$ cat src/rtl/uart_rx_ctrl.sv
// uart_rx_ctrl: UART receiver with a 2-flop input synchronizer, parity/frame checking
//   and a valid/ready output holding register with a sticky overrun flag.
// Latency: the byte appears on out (with out_valid) one cycle after the mid-stop-bit sample.
// Backpressure: out_valid holds until out_ready; a byte completing while the held byte is
//   not accepted is dropped and sets overrun.
// Ports:
//   clk, rst_n          - clock, async active-low reset
//   in                  - serial line (asynchronous, idle high)
//   out/out_valid/out_ready - received byte handshake
//   parity_err/frame_err    - per-byte flags, qualified by out_valid
//   overrun/err_clr     - sticky dropped-byte flag and its clear pulse
//   busy                - receiver not in IDLE
module uart_rx_ctrl #(
  parameter int CLKS_PER_BIT = 16,
  parameter bit PARITY_EN    = 1'b1,
  parameter bit PARITY_ODD   = 1'b0
) (
  input  logic       clk,
  input  logic       rst_n,
  input  logic       in,
  output logic [7:0] out,
  output logic       out_valid,
  input  logic       out_ready,
  output logic       parity_err,
  output logic       frame_err,
  output logic       overrun,
  input  logic       err_clr,
  output logic       busy
);

  localparam int CW = $clog2(CLKS_PER_BIT);
  localparam logic [CW-1:0] CNT_MAX  = CW'(CLKS_PER_BIT - 1);
  localparam logic [CW-1:0] CNT_HALF = CW'(CLKS_PER_BIT / 2 - 1);

  typedef enum logic [2:0] {
    S_IDLE,
    S_START,
    S_DATA,
    S_PARITY,
    S_STOP,
    S_BREAK
  } state_t;

  state_t          r_state;
  logic [CW-1:0]   r_cnt;
  logic [2:0]      r_idx;
  logic [7:0]      r_shift;
  logic            r_perr;
  logic            r_sync1;
  logic            r_sync2;
  logic [7:0]      r_out;
  logic            r_out_valid;
  logic            r_parity_err;
  logic            r_frame_err;
  logic            r_overrun;

  logic w_rx_s;
  logic w_bit_end;
  logic w_half;
  logic w_complete;
  logic w_accept;

  assign w_rx_s     = r_sync2;
  assign w_bit_end  = (r_cnt == CNT_MAX);
  assign w_half     = (r_cnt == CNT_HALF);
  assign w_complete = (r_state == S_STOP) && w_bit_end;
  assign w_accept   = r_out_valid && out_ready;

  // Synchronizer flops reset to the idle line level so reset never looks like a start bit.
  always_ff @(posedge clk or negedge rst_n) begin
    if (!rst_n) begin
      r_sync1 <= 1'b1;
      r_sync2 <= 1'b1;
    end else begin
      r_sync1 <= in;
      r_sync2 <= r_sync1;
    end
  end

  always_ff @(posedge clk or negedge rst_n) begin
    if (!rst_n) begin
      r_state      <= S_IDLE;
      r_cnt        <= '0;
      r_idx        <= '0;
      r_shift      <= '0;
      r_perr       <= 1'b0;
      r_out        <= 8'h00;
      r_out_valid  <= 1'b0;
      r_parity_err <= 1'b0;
      r_frame_err  <= 1'b0;
      r_overrun    <= 1'b0;
    end else begin
      r_cnt <= r_cnt + CW'(1);

      case (r_state)
        S_IDLE: begin
          r_cnt <= '0;
          if (!w_rx_s) r_state <= S_START;
        end
        // Re-check the line mid start bit; a short low pulse is rejected here.
        S_START: begin
          if (w_half) begin
            r_cnt   <= '0;
            r_idx   <= '0;
            r_perr  <= 1'b0;
            r_state <= w_rx_s ? S_IDLE : S_DATA;
          end
        end
        S_DATA: begin
          if (w_bit_end) begin
            r_cnt          <= '0;
            r_shift[r_idx] <= w_rx_s;
            r_idx          <= r_idx + 3'd1;
            if (r_idx == 3'd7) r_state <= PARITY_EN ? S_PARITY : S_STOP;
          end
        end
        S_PARITY: begin
          if (w_bit_end) begin
            r_cnt   <= '0;
            r_perr  <= (^r_shift) ^ w_rx_s ^ PARITY_ODD;
            r_state <= S_STOP;
          end
        end
        S_STOP: begin
          if (w_bit_end) begin
            r_cnt   <= '0;
            r_state <= w_rx_s ? S_IDLE : S_BREAK;
          end
        end
        // Line held low past the stop bit: wait for idle before looking for a start.
        S_BREAK: begin
          r_cnt <= '0;
          if (w_rx_s) r_state <= S_IDLE;
        end
        default: begin
          r_cnt   <= '0;
          r_state <= S_IDLE;
        end
      endcase

      // Output holding register: load when empty or being drained this cycle.
      if (w_complete && (!r_out_valid || out_ready)) begin
        r_out        <= r_shift;
        r_parity_err <= PARITY_EN ? r_perr : 1'b0;
        r_frame_err  <= ~w_rx_s;
        r_out_valid  <= 1'b1;
      end else if (w_accept) begin
        r_out_valid  <= 1'b0;
      end

      // A new overrun wins over a simultaneous clear.
      if (w_complete && r_out_valid && !out_ready) r_overrun <= 1'b1;
      else if (err_clr)                            r_overrun <= 1'b0;
    end
  end

  assign out        = r_out;
  assign out_valid  = r_out_valid;
  assign parity_err = r_parity_err;
  assign frame_err  = r_frame_err;
  assign overrun    = r_overrun;
  assign busy       = (r_state != S_IDLE);

endmodule

$ cat config.mk
export PLATFORM = sky130hd
export DESIGN_NAME = uart_rx_ctrl
export DESIGN_NICKNAME = d
export VERILOG_FILES = /design/src/rtl/uart_rx_ctrl.sv
export SDC_FILE = /design/constraint.sdc
export NUM_CORES = 1
export LEC_CHECK = 0
export ABC_AREA = 1
export CAP_MARGIN = 40
export CORE_MARGIN = 5
export CORE_UTILIZATION = 46
export CTS_CLUSTER_SIZE = 16
export DETAILED_ROUTE_END_ITERATION = 8
export GPL_TIMING_DRIVEN = 0
export PLACE_DENSITY = 0.67
export SETUP_SLACK_MARGIN = 0.05
export SLEW_MARGIN = 20
export SYNTH_ARGS = -nofsm -noshare
export SYNTH_HDL_FRONTEND = slang
export SYNTH_SLANG_ARGS = --single-unit
$ cat constraint.sdc
create_clock -name clk -period 1.7 [get_ports clk]
set_input_delay 0.34 -clock clk [delete_from_list [all_inputs] [get_ports clk]]
set_output_delay 0.34 -clock clk [all_outputs]
set_load 0.03 [all_outputs]
==> summary.md <==
| Metric | Value |
|---|---|
| EDFF count, synth | 0 |
| Placed Cells | 253 |
| First-pass GRT wire length | 5780 um |
| Final Max Tran Viols | 0 |
| Fin nets | 229 |
| Initial drt markers | 53 |
| Initial antenna violation count | 0 |
| Max Freq | 643 MHz |
| Synth Area in Adders | 2.26% |
| Final Non-Filler Cells | 268 |
| Synth Area in XOR/XNOR | 1.05% |
| Drt via density | 4.95 |
| Mean routed wirelength per cell | 11.6 um |
| CTS root buffer | clkbuf_4 |
| First-pass iteration count of the detailed router | 4 |
| RSZ-0062 raised after global routing | no |
| Die W | 70.1 um |
| Status | finished, final reports clean |
| Filler cell count | 315 |
| Setup TNS | 0 ns |
| DRC viols | 0 |
| Antenna-violating nets left | 0 |
| Clock slew at reported path FFs | 0.10 ns |
| Synth Instances | 189 |
| Final Setup Violations | 0 |
| Worst hold slack | 0.362 ns |
| ANT cells | 0 |
| Crit end category | output pin |
| Crit path launch type | flop |
| Starting Density | 48.7% |
| Core Region | 3420 sq um |
| Fin area | 2050 sq um |
| Max rail drop VDD | 0.770 mV |
| Gp weighted congestion | 0.766 |
| Pwr dens | 1000 nW/um^2 |
| Die Ht | 70.1 um |
| Slew Limit Headroom | 75.6% |
| Simple-Gate Fraction of Synth Area | 26.3% |
| Mux contribution to synthesized area | 1.81% |
| Synth cell types | 29 |
| Dpl hpwl | 2390 um |
| Final min period | 1.56 ns |
| Worst Hold Class | flop to flop |
| Count of final hold-check violations | 0 |
| Area grow syn2layout | 23.1% |
| WP data arrival | 1.22 ns |
| FF+latch count, synth | 33 |
| Asr flop ratio synth | 100% |
| Post-Place Cell Area | 1910 sq um |
| Top-Level Pins | 18 |
| Top_reg_cell synth | dfrtp_1 |
| Hold depth | 0 |
| Seq/Total Area, Yosys | 49.8% |
| Sink Count | 33 |
| Mapped Area | 1660 sq um |
| CTS tree | built |
| CTS Buffer Depth | 2 |
| Hold worst-path end | r_sync2 |
| Via count | 1,326 |
| FF-to-FF setup slack | 0.18 ns |
| CP Data Required Time | 1.36 ns |
| Number of buffers created by CTS | 5 |
| Number of global-route vias before repair | 1,328 |
| Syn_nets | 197 |
| Skew final | 0.00355 ns |
| Syn Area/Cell | 8.80 sq um |
| Die Footprint | 4920 sq um |
| Routed WL | 3110 um |
| Reg-to-Reg Start | r_cnt[0] |
| Synthesis warning total | 0 |
| Final period util | 91.5% |
| Combinational family with the most area after synthesis | simple AND/OR/NAND/NOR gates |
| Complex-gate fraction of the synthesized area | 12.1% |
| Number of port buffers | 17 |
| Largest net degree at the start of global routing | 21 |
| H-tree depth | 2 |
| Total gr overflow | 0 |
| Row count | 21 |
| GRT Total Usage | 14.5% |
| Clk_lat worst skew | 0.33 ns |
| Max-cap viol count | 0 |
| Reg-to-reg endpoint | parity_err |
| Place WS | 0.0350 ns |
| Share of cells above drive strength 1 | 24.8% |
| Min-delay src | r_sync1 |
| Crit-path max FO | 6 |
| Worst R2R Path Depth | 7 |
| Setup ws final | 0.144 ns |
| Crit path kind | flop to output pin |
| Leakage power | 1.03 nW |
| Worst-margin pin slew | 0.365 ns |
==> registers in the layout (all words and copies together), names as in the netlist <==
name        count
parity_err      1
overrun         1
frame_err       1
r_shift         8
r_cnt           4
out             8
r_idx           3
r_perr          1
r_sync2         1
out_valid       1
r_sync1         1
r_state         3
==> stage by stage <==
| step | util, % | power (W) |
|---|---|---|
| detailed placement | 56.0 | 0.00144 |
| global route | 59.9 | 0.00220 |
| finish | 59.9 | 0.00205 |
| global placement | 55.3 | 0.00139 |
| floorplan | - | 0.00129 |
| CTS | 58.6 | 0.00206 |
==> metal layers <==
layer | global-route usage (%) | up-vias | wire, um
li1 | - | 672 | -
met1 | 18.4 | 622 | 1460
met2 | 22.7 | 25 | 1440
met3 | 3.73 | 7 | 155
met4 | 7.66 | 0 | 55
met5 | 0 | - | 0
==> report_power, final <==
group | switching (W) | internal, W | leakage (nW)
Combinational | 0.000326 | 0.000199 | 0.538
Sequential | 0.0000751 | 0.000847 | 0.445
Clock | 0.000258 | 0.000351 | 0.0455
==> worst max-delay path: stages (launching register included) <==
cell and delay [ns]:
dfrtp_2 0.47, nor2_4 0.16, nand2_2 0.08, buf_2 0.18
==> cells by family after synthesis <==
| family | Yosys count |
|---|---|
| adders and majority gates | 3 |
| DFF | 33 |
| muxes | 2 |
| buffers and inverters | 27 |
| AOI/OAI and AO/OA | 31 |
| xor gates and xnor gates | 2 |
| and+or+nand+nor | 91 |
==> layout make-up <==
class	count	area, sq um	share of cell area (%)
flip-flops and latches	33	832	40.6
multi-input cells	129	734	35.9
repair buffers	25	228	11.1
inverters	25	93.8	4.58
well taps	46	57.6	2.81
clock buffers	7	55.1	2.69
clock inverters	1	30.0	1.47
plain buffers	2	16.3	0.795
==> cell usage after synthesis, types with 2 or more instances <==
library cell / n / area, sq um
nor2_4: 4 / 45.0
nor2_2: 4 / 25.0
a21oi_1: 8 / 40.0
o21ai_0: 5 / 25.0
nand3_1: 13 / 65.1
dfstp_2: 2 / 52.6
nand2_1: 44 / 165
ha_1: 3 / 37.5
nor2_1: 17 / 63.8
inv_1: 22 / 82.6
o21ai_2: 8 / 70.1
dfrtp_1: 31 / 776
mux2_4: 2 / 30.0
nand2_2: 5 / 31.3
a21boi_0: 2 / 15.0
inv_2: 3 / 11.3
o21ai_1: 2 / 10.0
a31oi_1: 3 / 18.8
==> worst max path at each step <==
stage	from	to	depth (start not counted)
after global routing	r_cnt[0]	r_shift[2]	8
after detailed placement	r_state[1]	busy	3
after global placement	rst_n	frame_err	1
after CTS	r_state[2]	busy	3
after floorplan	r_cnt[0]	out[0]	7
final	r_state[2]	busy	3
==> layout by cell type (no fill, tap or decap), types with 2 or more instances in the layout <==
cell type	count
nand2_1	44
dfrtp_1	28
inv_1	22
nor2_1	16
nand3_1	13
dlygate4sd2_1	12
o21ai_2	8
a21oi_1	8
buf_4	6
nor2_4	5
nand2_2	5
o21ai_0	5
clkbuf_4	5
nor2_2	4
inv_2	3
a31oi_1	3
clkdlybuf4s50_1	3
dfrtp_2	3
a21boi_0	2
mux2_4	2
o21ai_1	2
ha_1	2
buf_2	2
dfstp_2	2
==> repair_timing <==
action	CTS	global route
pin swaps	0	1
setup buffers	0	6
cloned	0	0
resized for setup	19	4
endpoints found under the setup margin	13	5
hold buffers	1	0
hold endpoints to repair	13	0
Power figures use the tool's default switching activity.
